[src/rtl/fetch_if.sv]
// Handshake bundle between fetch, instruction memory and decode.
// The master modport is the fetch side; the slave modport is the memory/decode side.
interface fetch_if #(
    parameter int ADDRESS_BITS = 16
);
    logic                    next_PC_select;
    logic [ADDRESS_BITS-1:0] target_PC;
    logic                    imem_req;
    logic [ADDRESS_BITS-1:0] imem_addr;
    logic                    imem_ready;
    logic                    imem_rvalid;
    logic [31:0]             imem_rdata;
    logic [ADDRESS_BITS-1:0] PC;
    logic [31:0]             instr;
    logic                    if_valid;
    logic                    id_ready;

    modport master (
        input  next_PC_select, target_PC, imem_ready, imem_rvalid, imem_rdata, id_ready,
        output imem_req, imem_addr, PC, instr, if_valid
    );

    modport slave (
        output next_PC_select, target_PC, imem_ready, imem_rvalid, imem_rdata, id_ready,
        input  imem_req, imem_addr, PC, instr, if_valid
    );
endinterface

[src/rtl/fetch.sv]
// Instruction fetch: one outstanding memory request, 2-entry {pc, instr} buffer to decode.
// Optional FETCH_STARVE_CNT_EN adds a saturating decode-starvation counter port.
module fetch #(
    parameter int                      ADDRESS_BITS = 16,
    parameter logic [ADDRESS_BITS-1:0] RESET_PC     = '0
) (
    input  logic        clock,
    input  logic        reset,
    fetch_if.master     bus
`ifdef FETCH_STARVE_CNT_EN
    ,
    output logic [31:0] starve_count
`endif
);
    localparam logic [31:0] NOP = 32'h0000_0013;

    typedef enum logic [1:0] {
        S_IDLE,
        S_REQ,
        S_WAIT,
        S_DRAIN
    } state_t;

    state_t                  r_state;
    state_t                  w_state_nxt;
    logic [ADDRESS_BITS-1:0] r_fetch_pc;
    logic [ADDRESS_BITS-1:0] r_req_pc;
    logic                    r_outstanding;
    logic [ADDRESS_BITS-1:0] r_fifo_pc    [2];
    logic [31:0]             r_fifo_instr [2];
    logic                    r_rd_ptr;
    logic                    r_wr_ptr;
    logic [1:0]              r_count;

    logic                    w_imem_req;
    logic                    w_accept;
    logic                    w_push;
    logic                    w_pop;
    logic                    w_redirect;
    logic                    w_if_valid;
    logic [1:0]              w_occupancy;
    logic [ADDRESS_BITS-1:0] w_redirect_pc;

    assign w_redirect    = bus.next_PC_select;
    assign w_redirect_pc = bus.target_PC & {{(ADDRESS_BITS-2){1'b1}}, 2'b00};
    assign w_if_valid    = (r_count != 2'd0);
    assign w_occupancy   = r_count + {1'b0, r_outstanding};
    assign w_pop         = w_if_valid && bus.id_ready;

    always_ff @(posedge clock or negedge reset) begin
        if (!reset) begin
            r_state <= S_IDLE;
        end else begin
            r_state <= w_state_nxt;
        end
    end

    always_comb begin
        w_state_nxt = r_state;
        w_imem_req  = 1'b0;
        w_accept    = 1'b0;
        w_push      = 1'b0;
        case (r_state)
            S_IDLE: w_state_nxt = S_REQ;
            S_REQ: begin
                w_imem_req = (w_occupancy < 2'd2);
                w_accept   = w_imem_req && bus.imem_ready;
                if (w_accept) w_state_nxt = S_WAIT;
            end
            S_WAIT: begin
                w_push = bus.imem_rvalid && !w_redirect;
                if (bus.imem_rvalid) w_state_nxt = S_REQ;
            end
            S_DRAIN: begin
                if (bus.imem_rvalid) w_state_nxt = S_REQ;
            end
            default: w_state_nxt = S_IDLE;
        endcase
        // A response landing on the redirect edge retires the request, so nothing is left to drain.
        if (w_redirect) begin
            if (w_accept || (r_outstanding && !bus.imem_rvalid)) begin
                w_state_nxt = S_DRAIN;
            end else begin
                w_state_nxt = S_REQ;
            end
        end
    end

    always_ff @(posedge clock or negedge reset) begin
        if (!reset) begin
            r_fetch_pc    <= RESET_PC;
            r_req_pc      <= RESET_PC;
            r_outstanding <= 1'b0;
        end else begin
            if (w_accept) begin
                r_outstanding <= 1'b1;
                r_req_pc      <= r_fetch_pc;
            end else if (bus.imem_rvalid) begin
                r_outstanding <= 1'b0;
            end
            if (w_redirect) begin
                r_fetch_pc <= w_redirect_pc;
            end else if (w_accept) begin
                r_fetch_pc <= r_fetch_pc + ADDRESS_BITS'(4);
            end
        end
    end

    // Redirect flushes everything, including an entry popped on the same edge.
    always_ff @(posedge clock or negedge reset) begin
        if (!reset) begin
            r_rd_ptr <= 1'b0;
            r_wr_ptr <= 1'b0;
            r_count  <= 2'd0;
            for (int unsigned i = 0; i < 2; i++) begin
                r_fifo_pc[i]    <= '0;
                r_fifo_instr[i] <= '0;
            end
        end else if (w_redirect) begin
            r_rd_ptr <= 1'b0;
            r_wr_ptr <= 1'b0;
            r_count  <= 2'd0;
        end else begin
            if (w_push) begin
                r_fifo_pc[r_wr_ptr]    <= r_req_pc;
                r_fifo_instr[r_wr_ptr] <= bus.imem_rdata;
                r_wr_ptr               <= ~r_wr_ptr;
            end
            if (w_pop) begin
                r_rd_ptr <= ~r_rd_ptr;
            end
            r_count <= r_count + {1'b0, w_push} - {1'b0, w_pop};
        end
    end

    assign bus.imem_req  = w_imem_req;
    assign bus.imem_addr = r_fetch_pc;
    assign bus.if_valid  = w_if_valid;
    assign bus.PC        = w_if_valid ? r_fifo_pc[r_rd_ptr] : r_fetch_pc;
    assign bus.instr     = w_if_valid ? r_fifo_instr[r_rd_ptr] : NOP;

`ifdef FETCH_STARVE_CNT_EN
    logic [31:0] r_starve_count;

    always_ff @(posedge clock or negedge reset) begin
        if (!reset) begin
            r_starve_count <= '0;
        end else if (bus.id_ready && !w_if_valid && (r_starve_count != '1)) begin
            r_starve_count <= r_starve_count + 32'd1;
        end
    end

    assign starve_count = r_starve_count;
`endif

endmodule

[src/flat_wrapper.sv]
// flat-port wrapper written by rule: the top's interface ports become plain ports
module fetch_flat 
#(
    parameter int                      ADDRESS_BITS = 16,
    parameter logic [ADDRESS_BITS-1:0] RESET_PC     = '0
)
  (clock, reset, bus_next_PC_select, bus_target_PC, bus_imem_ready, bus_imem_rvalid, bus_imem_rdata, bus_id_ready, bus_imem_req, bus_imem_addr, bus_PC, bus_instr, bus_if_valid);
  fetch_if #(.ADDRESS_BITS(ADDRESS_BITS)) bus_i ();
  input  logic clock;
  input  logic reset;
  input wire logic [$bits(bus_i.next_PC_select)-1:0] bus_next_PC_select;
  input wire logic [$bits(bus_i.target_PC)-1:0] bus_target_PC;
  input wire logic [$bits(bus_i.imem_ready)-1:0] bus_imem_ready;
  input wire logic [$bits(bus_i.imem_rvalid)-1:0] bus_imem_rvalid;
  input wire logic [$bits(bus_i.imem_rdata)-1:0] bus_imem_rdata;
  input wire logic [$bits(bus_i.id_ready)-1:0] bus_id_ready;
  output wire logic [$bits(bus_i.imem_req)-1:0] bus_imem_req;
  output wire logic [$bits(bus_i.imem_addr)-1:0] bus_imem_addr;
  output wire logic [$bits(bus_i.PC)-1:0] bus_PC;
  output wire logic [$bits(bus_i.instr)-1:0] bus_instr;
  output wire logic [$bits(bus_i.if_valid)-1:0] bus_if_valid;
  assign bus_i.next_PC_select = bus_next_PC_select;
  assign bus_i.target_PC = bus_target_PC;
  assign bus_i.imem_ready = bus_imem_ready;
  assign bus_i.imem_rvalid = bus_imem_rvalid;
  assign bus_i.imem_rdata = bus_imem_rdata;
  assign bus_i.id_ready = bus_id_ready;
  assign bus_imem_req = bus_i.imem_req;
  assign bus_imem_addr = bus_i.imem_addr;
  assign bus_PC = bus_i.PC;
  assign bus_instr = bus_i.instr;
  assign bus_if_valid = bus_i.if_valid;
  fetch #(.ADDRESS_BITS(ADDRESS_BITS), .RESET_PC(RESET_PC)) u_core (.clock(clock), .reset(reset), .bus(bus_i));
endmodule
[config.mk]
export PLATFORM = sky130hd
export DESIGN_NAME = fetch_flat
export DESIGN_NICKNAME = d
export VERILOG_FILES = /design/src/rtl/fetch_if.sv /design/src/rtl/fetch.sv /design/src/flat_wrapper.sv
export SDC_FILE = /design/constraint.sdc
export NUM_CORES = 1
export LEC_CHECK = 0
export ABC_AREA = 0
export CORE_MARGIN = 4
export CORE_UTILIZATION = 35
export CTS_CLUSTER_DIAMETER = 30
export DETAILED_ROUTE_END_ITERATION = 10
export PLACE_DENSITY = 0.68
export RECOVER_POWER = 100
export SYNTH_ARGS = -nofsm -noshare
export SYNTH_HDL_FRONTEND = slang
export SYNTH_SLANG_ARGS = --single-unit
[constraint.sdc]
create_clock -name clock -period 2.4 [get_ports clock]
set_clock_uncertainty 0.05 [all_clocks]
set_input_delay 0.36 -clock clock [delete_from_list [all_inputs] [get_ports clock]]
set_output_delay 0.36 -clock clock [all_outputs]
set_load 0.01 [all_outputs]
==> results.py, run 1 <==
metrics = {
    "floorplanning": {
        "dieHeight_um": 138,
        "pin_count": 120,
        "num_rows": 47,
        "start_util": 0.356,
        "die_x_um": 138,
        "coreArea_sq_um": 16500,
        "die_area_sq_um": 18900,
    },
    "detailed_routing": {
        "drtAntennaViolNets": 0,
        "viasPerCell": 4.95,
        "drt_iter0_drc": 183,
        "drc": 0,
        "drt_wl_total_um": 14000,
        "vias": 4121,
        "routedWlPerCell_um": 16.8,
        "first_pass_iters": 4,
    },
    "worst_setup_path": {
        "crit_chain": "nor2_4 -> buf_4 -> inv_1 -> dlygate4sd3_1",
        "criticalPathCategory": "flop to primary output",
        "worstPathArrival_ps": 1900,
        "cpMaxStageDelayCell": "dlygate4sd3_1",
        "rrSetupSlack_ps": 180,
        "critPathTopFamily": "buffers and inverters",
        "end_kind": "primary output",
        "worstPathRequired_ps": 1990,
        "worstSetupStartpointType": "flop",
        "path_max_fanout": 5,
        "crit_buf_inv": 3,
        "slowest_delay_ps": 640,
    },
    "global_routing": {
        "grt_use_total": 0.158,
        "antenna_found_initial": 0,
        "grt_pass1_vias": 4401,
        "grt_overflow_total": 0,
        "grt_pass1_wl_um": 22800,
        "grt_max_degree": 49,
    },
    "pwr": {
        "swShare": 0.324,
        "power_frac_clock": 0.281,
        "p_comb_frac": 0.368,
        "power_switching_mw": 2.79,
        "internal_power_mw": 5.81,
        "ir_worst_vdd_mv": 0.507,
        "seq_power_share": 0.351,
        "power_density_nw_per_um2": 1090,
        "p_leak_nw": 3.50,
    },
    "synth": {
        "ys.flop_type": "dfrtp_1",
        "ys_seq_area_frac": 0.541,
        "ys_ff_latch": 127,
        "synth-edff-count": 0,
        "synthDistinctLibCells": 39,
        "ys_warn_count": 0,
        "async_reset_ff_frac": 1.00,
        "synth_area_sq_um": 5880,
        "avgSynthCellArea_sq_um": 12.4,
        "synthCells": 475,
    },
    "placed_design": {
        "port-buffer-count": 113,
        "hpwl_um": 9580,
        "place_area_sq_um": 7370,
        "place.gp.congestion": 0.806,
    },
    "final_layout": {
        "layout_commonest_cell": "dfrtp_1",
        "fin_util": 0.477,
        "postLayoutCellArea_sq_um": 7880,
        "most-common-layout-cells": "dfrtp_1 (124), mux2_2 (101), clkdlybuf4s50_1 (78)",
        "area_growth_pct": 34.1,
        "drive_gt1_frac": 0.253,
        "diodes": 0,
        "fin_nets": 657,
    },
    "status": {
        "status": "completed",
    },
    "clock_tree": {
        "worstSkewPairLatency_ps": 410,
        "h-tree-depth": 4,
        "cts_root_buffer": "clkbuf_16",
        "cts-buffers-inserted": 17,
        "clockBufferDepth": 2,
        "clock-sinks": 127,
        "cts_tree": "done",
        "cts.clk_slew.worst_paths_ps": 50,
    },
    "timing": {
        "worst_pin_slew_ps": 822,
        "fin_crit_ps": 2310,
        "slew_violations": 0,
        "clock.fmax_mhz": 433,
        "relSlewSlack": 0.452,
        "final.period_utilization": 0.963,
        "hold_viol": 0,
        "final.setup.tns_ps": 0,
        "hold_ws_ps": 451,
        "setup_viol": 0,
        "rsz0062_at_grt": "no",
    },
    "job": {
        "maxCapViolations": 0,
    },
    "hold_path": {
        "hold_class": "flop to flop",
    },
}
-- synthesized netlist by cell type, drive strengths merged, types with 5 or more instances --
| cell type | instances | area share |
|---|---|---|
| inv | 5 | 0.0032 |
| buf | 14 | 0.014 |
| o21ai | 25 | 0.021 |
| clkbuf | 17 | 0.011 |
| dfrtp | 127 | 0.54 |
| nor4 | 5 | 0.0053 |
| mux2 | 105 | 0.20 |
| xnor2 | 6 | 0.0089 |
| mux2i | 48 | 0.082 |
| nor2 | 39 | 0.025 |
| a31oi | 5 | 0.0053 |
| nand2 | 34 | 0.022 |
-- stage by stage --
| step | power (mW) | setup slack (ps) | instances |
|---|---|---|---|
| finish | 8.60 | 89.9 | 833 |
| global route | 9.17 | 2.44 | 833 |
| CTS | 8.84 | 4.05 | 833 |
| detailed placement | 6.29 | 29.7 | 798 |
| global placement | 6.19 | 98.3 | 798 |
| floorplan | 4.76 | 454 | 478 |
-- state kept, by name, indices dropped and copies added (netlist names) --
register,flops
u_core.bus.imem_addr,14
u_core.r_count,2
u_core.r_fifo_instr,64
u_core.r_fifo_pc,28
u_core.r_outstanding,1
u_core.r_rd_ptr,1
u_core.r_req_pc,14
u_core.r_state,2
u_core.r_wr_ptr,1
-- cell families after synthesis --
kind of cell / share of synthesized area
adder cells (fa/ha/maj): 0.00639
buffers and inverters: 0.0285
multiplexers: 0.283
AO/OA/AOI/OAI: 0.0396
XOR/XNOR: 0.0134
AND/OR/NAND/NOR: 0.0875
flip-flops: 0.541
other: 0.000638
-- metal layers --
layer | wire length (um) | up-vias | track usage
met4 | 216 | 0 | 0.0499
met3 | 912 | 20 | 0.0566
met2 | 6850 | 109 | 0.261
met5 | 0 | - | 0
met1 | 6020 | 2067 | 0.195
li1 | - | 1925 | -
-- final timing paths --
kind | start | endpoint | cells past startpoint
max | u_core.r_count[1]$_DFF_PN0_ | bus_if_valid | 4
min | u_core.r_fifo_instr[52]$_DFFE_PN0P_ | u_core.r_fifo_instr[52]$_DFFE_PN0P_ | 1
max reg2reg | u_core.r_count[1]$_DFF_PN0_ | u_core.r_req_pc[5]$_DFFE_PN0P_ | 4
min reg2reg | u_core.r_fifo_instr[52]$_DFFE_PN0P_ | u_core.r_fifo_instr[52]$_DFFE_PN0P_ | 1
max in group asynchronous | reset | u_core.r_fifo_instr[4]$_DFFE_PN0P_ | 3
min in group asynchronous | reset | u_core.bus.imem_addr[14]$_DFFE_PN0P_ | 2
-- power by group through the flow --
stage / combinational (mW) / clock, mW / sequential, mW
3_5_place_dp: 3.23 / 0 / 3.06
4_1_cts: 3.33 / 2.48 / 3.02
6_report: 3.17 / 2.41 / 3.02
5_1_grt: 3.48 / 2.60 / 3.09
3_3_place_gp: 3.18 / 0 / 3.01
2_1_floorplan: 1.80 / 0 / 2.96
-- cell type report --
class,instances,area [sq um]
timing repair buffer,134,1290
tap,220,275
multi-input combinational,315,2550
inverter,5,18.8
fill,1476,8650
sequential,127,3180
clock inverter,10,87.6
clock buffer,22,474
-- repair_timing --
| item | in CTS | in global routing |
|---|---|---|
| pin swaps | 1 | 1 |
| gates cloned | 1 | 0 |
| buffers inserted | 1 | 0 |
| endpoints found under the setup margin | 15 | 18 |
| hold buffers | 1 | 0 |
| resized for setup | 15 | 8 |
| endpoints found under the hold margin | 32 | 0 |
Note: power is estimated with default switching activity, not from simulation.
==> run 2, diff against run 1 <==
--- a/config.mk
+++ b/config.mk
@@ -6,11 +6,14 @@
 export NUM_CORES = 1
 export LEC_CHECK = 0
 export ABC_AREA = 0
+export ABC_CLOCK_PERIOD_IN_PS = 2400
+export CELL_PAD_IN_SITES_DETAIL_PLACEMENT = 1
+export CELL_PAD_IN_SITES_GLOBAL_PLACEMENT = 1
 export CORE_MARGIN = 4
-export CORE_UTILIZATION = 35
+export CORE_UTILIZATION = 38
 export CTS_CLUSTER_DIAMETER = 30
 export DETAILED_ROUTE_END_ITERATION = 10
-export PLACE_DENSITY = 0.68
+export PLACE_DENSITY = 0.85
 export RECOVER_POWER = 100
 export SYNTH_ARGS = -nofsm -noshare
 export SYNTH_HDL_FRONTEND = slang
==> run 2 against run 1 <==
  * Non-clock buffer count is 8 higher
  * Fmax is 1.0% lower
  * Sequential share of layout area is 0.12 points higher
  * Clock-buffer cell count is 2 higher
  * Hold slack worse by 84 ps
  * Sequential power is 1% higher
  * Global-route usage is 2.3 points higher
  * First-iteration DRC count is 33% higher
==> results.py, run 2 (synthesis gave the netlist of run 1 again) <==
metrics = {
    "status": {
        "status": "completed",
    },
    "pwr": {
        "power_density_nw_per_um2": 1100,
        "seq_power_share": 0.354,
        "p_comb_frac": 0.385,
        "power_frac_clock": 0.262,
        "power_switching_mw": 2.86,
        "p_leak_nw": 3.53,
        "ir_worst_vdd_mv": 0.602,
        "swShare": 0.330,
        "internal_power_mw": 5.80,
    },
    "worst_setup_path": {
        "worstPathRequired_ps": 1990,
        "criticalPathCategory": "flop to primary output",
        "critPathTopFamily": "buffers and inverters",
        "crit_buf_inv": 2,
        "path_max_fanout": 24,
        "worstPathArrival_ps": 1920,
        "end_kind": "primary output",
        "crit_chain": "buf_12 -> mux2i_2 -> nor2_1 -> clkdlybuf4s50_1",
        "cpMaxStageDelayCell": "clkdlybuf4s50_1",
        "worstSetupStartpointType": "flop",
        "slowest_delay_ps": 480,
    },
    "clock_tree": {
        "clockBufferDepth": 2,
        "h-tree-depth": 4,
        "cts-buffers-inserted": 17,
        "cts.clk_slew.worst_paths_ps": 50,
        "worstSkewPairLatency_ps": 400,
        "cts_root_buffer": "clkbuf_16",
        "cts_tree": "done",
        "clock-sinks": 127,
    },
    "detailed_routing": {
        "first_pass_iters": 4,
        "drt_wl_total_um": 15300,
        "viasPerCell": 5.26,
        "routedWlPerCell_um": 19.0,
        "vias": 4241,
        "drtAntennaViolNets": 0,
        "drt_iter0_drc": 244,
        "drc": 0,
    },
    "floorplanning": {
        "dieHeight_um": 132,
        "pin_count": 120,
        "die_area_sq_um": 17500,
        "coreArea_sq_um": 15200,
        "num_rows": 45,
        "die_x_um": 132,
        "start_util": 0.387,
    },
    "timing": {
        "rsz0062_at_grt": "yes",
        "hold_viol": 0,
        "worst_pin_slew_ps": 1260,
        "final.setup.tns_ps": 0,
        "slew_violations": 0,
        "final.period_utilization": 0.973,
        "clock.fmax_mhz": 428,
        "fin_crit_ps": 2330,
        "hold_ws_ps": 368,
        "relSlewSlack": 0.159,
        "setup_viol": 0,
    },
    "global_routing": {
        "grt_pass1_vias": 4770,
        "grt_pass1_wl_um": 25300,
        "antenna_found_initial": 0,
        "grt_use_total": 0.181,
        "grt_overflow_total": 0,
        "grt_max_degree": 51,
    },
    "placed_design": {
        "place.gp.congestion": 0.779,
        "port-buffer-count": 113,
        "hpwl_um": 10600,
    },
    "final_layout": {
        "drive_gt1_frac": 0.260,
        "layout_commonest_cell": "dfrtp_1",
        "area_growth_pct": 33.6,
        "regMostFlops": "u_core.r_fifo_instr",
        "nFillCells": 1604,
        "diodes": 0,
        "fin_nets": 665,
        "largest_reg_flops": 64,
        "most-common-layout-cells": "dfrtp_1 (126), mux2_2 (102), clkdlybuf4s50_1 (73)",
        "reg_top3": "u_core.r_fifo_instr (64), u_core.r_fifo_pc (28)",
    },
    "hold_path": {
        "hold_class": "input port to asynchronous set/reset pin",
    },
    "job": {
        "maxCapViolations": 0,
    },
}
-- run 2: cell count changes in the layout (fill, tap and decap cells not counted), moves of 3 or more --
cell | previous run | this run
clkbuf_4 | 3 | 0
buf_4 | 7 | 12
clkdlybuf4s50_1 | 78 | 73
buf_12 | 1 | 4
dlygate4sd2_1 | 13 | 21
clkbuf_2 | 4 | 8
mux2i_1 | 48 | 45
mux2i_2 | 0 | 3
-- run 2: layer usage --
metal / wire length [um] / share of wire / global-route usage / up-vias
met1: 6460 / 0.42 / 0.215 / 2171
met3: 773 / 0.051 / 0.0534 / 12
met5: 0 / 0 / 0 / -
li1: - / - / - / 1934
met2: 7960 / 0.52 / 0.326 / 124
met4: 101 / 0.0066 / 0.0381 / 0
-- run 2: power groups by stage --
stage	Clock, mW	Combinational (mW)	Sequential (mW)
detailed placement	0	3.24	3.10
global route	2.45	3.65	3.14
floorplan	0	1.80	2.96
CTS	2.32	3.34	3.06
global placement	0	3.14	3.03
finish	2.27	3.33	3.06
-- run 2: layout make-up --
cell class,instances,area [sq um],share of cell area
clock inverters,6,35.0,0.00446
multi-input cells,315,2550,0.325
clock buffers,24,492,0.0626
well taps,188,235,0.0300
flip-flops and latches,127,3180,0.405
repair buffers,142,1340,0.170
inverters,5,18.8,0.00239
-- run 2: what timing repair did --
item	in CTS	in global routing
setup buffers	2	3
endpoints found under the setup margin	42	13
endpoints found under the hold margin	25	0
pin swaps	1	1
hold buffers	1	0
resized for setup	33	8
-- run 2: path summary, 6_finish.rpt --
kind | depth (start not counted) | end | start | slack [ps]
setup / recovery | 4 | bus_instr[3] | u_core.r_rd_ptr$_DFFE_PN0P_ | 70
hold / removal | 2 | u_core.r_fifo_pc[28]$_DFFE_PN0P_ | reset | 370
setup reg to reg | 4 | u_core.bus.imem_addr[12]$_DFFE_PN0P_ | u_core.r_count[1]$_DFF_PN0_ | 210
hold reg to reg | 1 | u_core.r_fifo_pc[8]$_DFFE_PN0P_ | u_core.r_fifo_pc[8]$_DFFE_PN0P_ | 450
max in group asynchronous | 3 | u_core.r_fifo_instr[3]$_DFFE_PN0P_ | reset | 400
min in group clock | 1 | u_core.r_fifo_pc[8]$_DFFE_PN0P_ | u_core.r_fifo_pc[8]$_DFFE_PN0P_ | 450
-- run 2: per-stage QoR --
stage	cell area, sq um	power, mW	cells	setup WS (ps)	utilization
after detailed placement	7340	6.34	771	50.6	0.483
after global placement	7340	6.17	771	65.4	0.483
final	7850	8.66	807	65.6	0.516
after floorplan	5890	4.76	478	454	-
after CTS	7910	8.73	804	2.01	0.520
after global routing	7850	9.23	807	-6.86	0.516
-- run 2: worst register-to-register path, cell delays in order, from the launching register on --
cell and delay (ps):
dfrtp_1 440, and3b_1 300, or4b_1 650, or4_1 480, a31oi_1 190
==> run 3, diff against run 2 <==
--- a/config.mk
+++ b/config.mk
@@ -6,7 +6,7 @@
 export NUM_CORES = 1
 export LEC_CHECK = 0
 export ABC_AREA = 0
-export ABC_CLOCK_PERIOD_IN_PS = 2400
+export CAP_MARGIN = 20
 export CELL_PAD_IN_SITES_DETAIL_PLACEMENT = 1
 export CELL_PAD_IN_SITES_GLOBAL_PLACEMENT = 1
 export CORE_MARGIN = 4
@@ -15,6 +15,7 @@
 export DETAILED_ROUTE_END_ITERATION = 10
 export PLACE_DENSITY = 0.85
 export RECOVER_POWER = 100
+export SETUP_SLACK_MARGIN = 0.02
 export SYNTH_ARGS = -nofsm -noshare
 export SYNTH_HDL_FRONTEND = slang
 export SYNTH_SLANG_ARGS = --single-unit
==> run 3 against run 2 <==
  * Wire length up 0.22%
  * Sequential share of layout area down 0.065 points
  * Fmax up 0.99%
  * Flip-flop and latch count unchanged
  * Combinational power about the same
  * Global-route usage is essentially flat
  * Non-clock buffer count grew 1
  * Sequential power about the same
  * Die area did not move
  * Clock power barely moved
  * Register-to-register slack hardly changed
  * Critical path type unchanged
==> results.py, run 3 (synthesis gave the netlist of run 1 again) <==
metrics = {
    "status": {
        "status": "completed",
    },
    "timing": {
        "hold_ws_ps": 357,
        "setup_viol": 0,
        "relSlewSlack": 0.168,
        "clock.fmax_mhz": 433,
        "final.period_utilization": 0.963,
        "worst_pin_slew_ps": 1250,
        "slew_violations": 0,
        "fin_crit_ps": 2310,
        "hold_viol": 0,
    },
    "final_layout": {
        "reg_top3": "u_core.r_fifo_instr (64), u_core.r_fifo_pc (28)",
        "seqCellArea_sq_um": 3180,
        "area_growth_pct": 33.9,
        "fin_nets": 666,
        "multi_input_area_sq_um": 2550,
        "instances_no_fill": 808,
        "layout_commonest_cell": "dfrtp_1",
        "nFillCells": 1605,
        "regMostFlops": "u_core.r_fifo_instr",
        "diodes": 0,
        "drive_gt1_frac": 0.260,
        "largest_reg_flops": 64,
        "most-common-layout-cells": "dfrtp_1 (124), mux2_2 (101), clkdlybuf4s50_1 (71)",
    },
    "detailed_routing": {
        "drt_wl_total_um": 15300,
        "drtAntennaViolNets": 0,
        "drc": 0,
        "first_pass_iters": 4,
        "viasPerCell": 5.24,
        "drt_iter0_drc": 180,
        "routedWlPerCell_um": 19.0,
        "vias": 4237,
    },
    "pwr": {
        "power_frac_clock": 0.262,
        "internal_power_mw": 5.79,
        "power_switching_mw": 2.85,
        "seq_power_share": 0.354,
        "swShare": 0.330,
        "ir_worst_vdd_mv": 0.591,
        "p_comb_frac": 0.384,
        "p_leak_nw": 3.53,
        "power_density_nw_per_um2": 1100,
        "total_power_mw": 8.64,
    },
    "worst_setup_path": {
        "worstPathRequired_ps": 1990,
        "criticalPathCategory": "flop to primary output",
        "worstSetupStartpointType": "flop",
        "timing.rr.start": "u_core.r_count[1]$_DFF_PN0_",
        "worstPathArrival_ps": 1900,
        "cpMaxStageDelayCell": "dfrtp_2",
        "startpoint": "u_core.r_rd_ptr$_DFFE_PN0P_",
        "critPathMostFrequentCell": "buf_4",
        "slowest_delay_ps": 470,
        "crit_chain": "buf_4 -> buf_4 -> mux2i_1 -> o21ai_0 -> dlygate4sd2_1",
        "end_kind": "primary output",
        "path_max_fanout": 5,
    },
    "clock_tree": {
        "clockBufferDepth": 2,
        "cts.clk_slew.worst_paths_ps": 50,
        "h-tree-depth": 4,
        "cts-buffers-inserted": 17,
        "cts_tree": "done",
        "cts_root_buffer": "clkbuf_16",
        "clock-sinks": 127,
        "worstSkewPairLatency_ps": 400,
    },
    "floorplanning": {
        "die_area_sq_um": 17500,
        "num_rows": 45,
        "die_x_um": 132,
        "pin_count": 120,
        "start_util": 0.387,
        "dieHeight_um": 132,
        "coreArea_sq_um": 15200,
    },
    "placed_design": {
        "place.gp.congestion": 0.779,
        "dp.cells": 771,
        "hpwl_um": 10600,
        "port-buffer-count": 113,
    },
    "global_routing": {
        "grt_pass1_vias": 4756,
        "grt_overflow_total": 0,
        "grt_max_degree": 51,
        "grt_pass1_wl_um": 25200,
        "antenna_found_initial": 0,
        "grt_use_total": 0.181,
    },
    "hold_path": {
        "hold_class": "input port to asynchronous set/reset pin",
    },
    "job": {
        "maxCapViolations": 0,
    },
}
## run 3: cell types whose count changed in the layout (fill, tap and decap cells not counted), sizes merged
cell	previous run	this run
dlymetal6s2s	1	0
dlygate4sd2	21	26
clkdlybuf4s50	73	71
clkbuf	38	37
## run 3: critical path, delay by kind of cell, from the launching register on
kind	cells	cell delay [ps]
buf+inv	3	650
flops	1	470
compound gates	1	240
mux	1	140
## run 3: metal layers
layer	part of all wire	GRT usage
met1	0.42	0.215
met2	0.52	0.325
met3	0.050	0.0534
met4	0.0078	0.0381
met5	0	0
## run 3: final timing paths
path | to | slack, ps | cells past startpoint
max in group asynchronous | u_core.r_fifo_instr[3]$_DFFE_PN0P_ | 410 | 3
hold reg to reg | u_core.r_fifo_pc[28]$_DFFE_PN0P_ | 450 | 1
setup / recovery | bus_PC[10] | 90 | 5
hold / removal | u_core.r_fifo_pc[28]$_DFFE_PN0P_ | 360 | 2
setup reg to reg | u_core.r_req_pc[6]$_DFFE_PN0P_ | 220 | 4
min in group clock | u_core.r_fifo_pc[28]$_DFFE_PN0P_ | 450 | 1
## run 3: power by group through the flow
stage               logic [mW]  registers, mW  clock network (mW)
detailed placement        3.24           3.10                   0
global placement          3.14           3.03                   0
global route              3.63           3.14                2.45
CTS                       3.34           3.07                2.32
finish                    3.32           3.06                2.26
floorplan                 1.80           2.96                   0
## run 3: cell type report
class,count,share of cell area
clock buffer,24,0.0625
clock inverter,6,0.00445
inverter,5,0.00239
multi-input combinational,315,0.324
sequential,127,0.404
tap,188,0.0299
timing repair buffer,143,0.172
## run 3: metrics by stage
stage	utilization	setup TNS (ps)	setup WS [ps]	area, sq um
finish	0.518	0	88.5	7870
global route	0.518	-1.38	-1.38	7870
CTS	0.521	0	21.8	7920
detailed placement	0.483	0	50.6	7340
global placement	0.483	0	65.4	7340
floorplan	-	0	454	5890
## run 3: what timing repair did
action	in CTS	in global routing
endpoints found under the setup margin	45	13
gates cloned	0	1
gates resized for setup	40	2
pin swaps	1	1
setup buffers	2	3
hold buffers	1	0
hold endpoints to repair	25	0
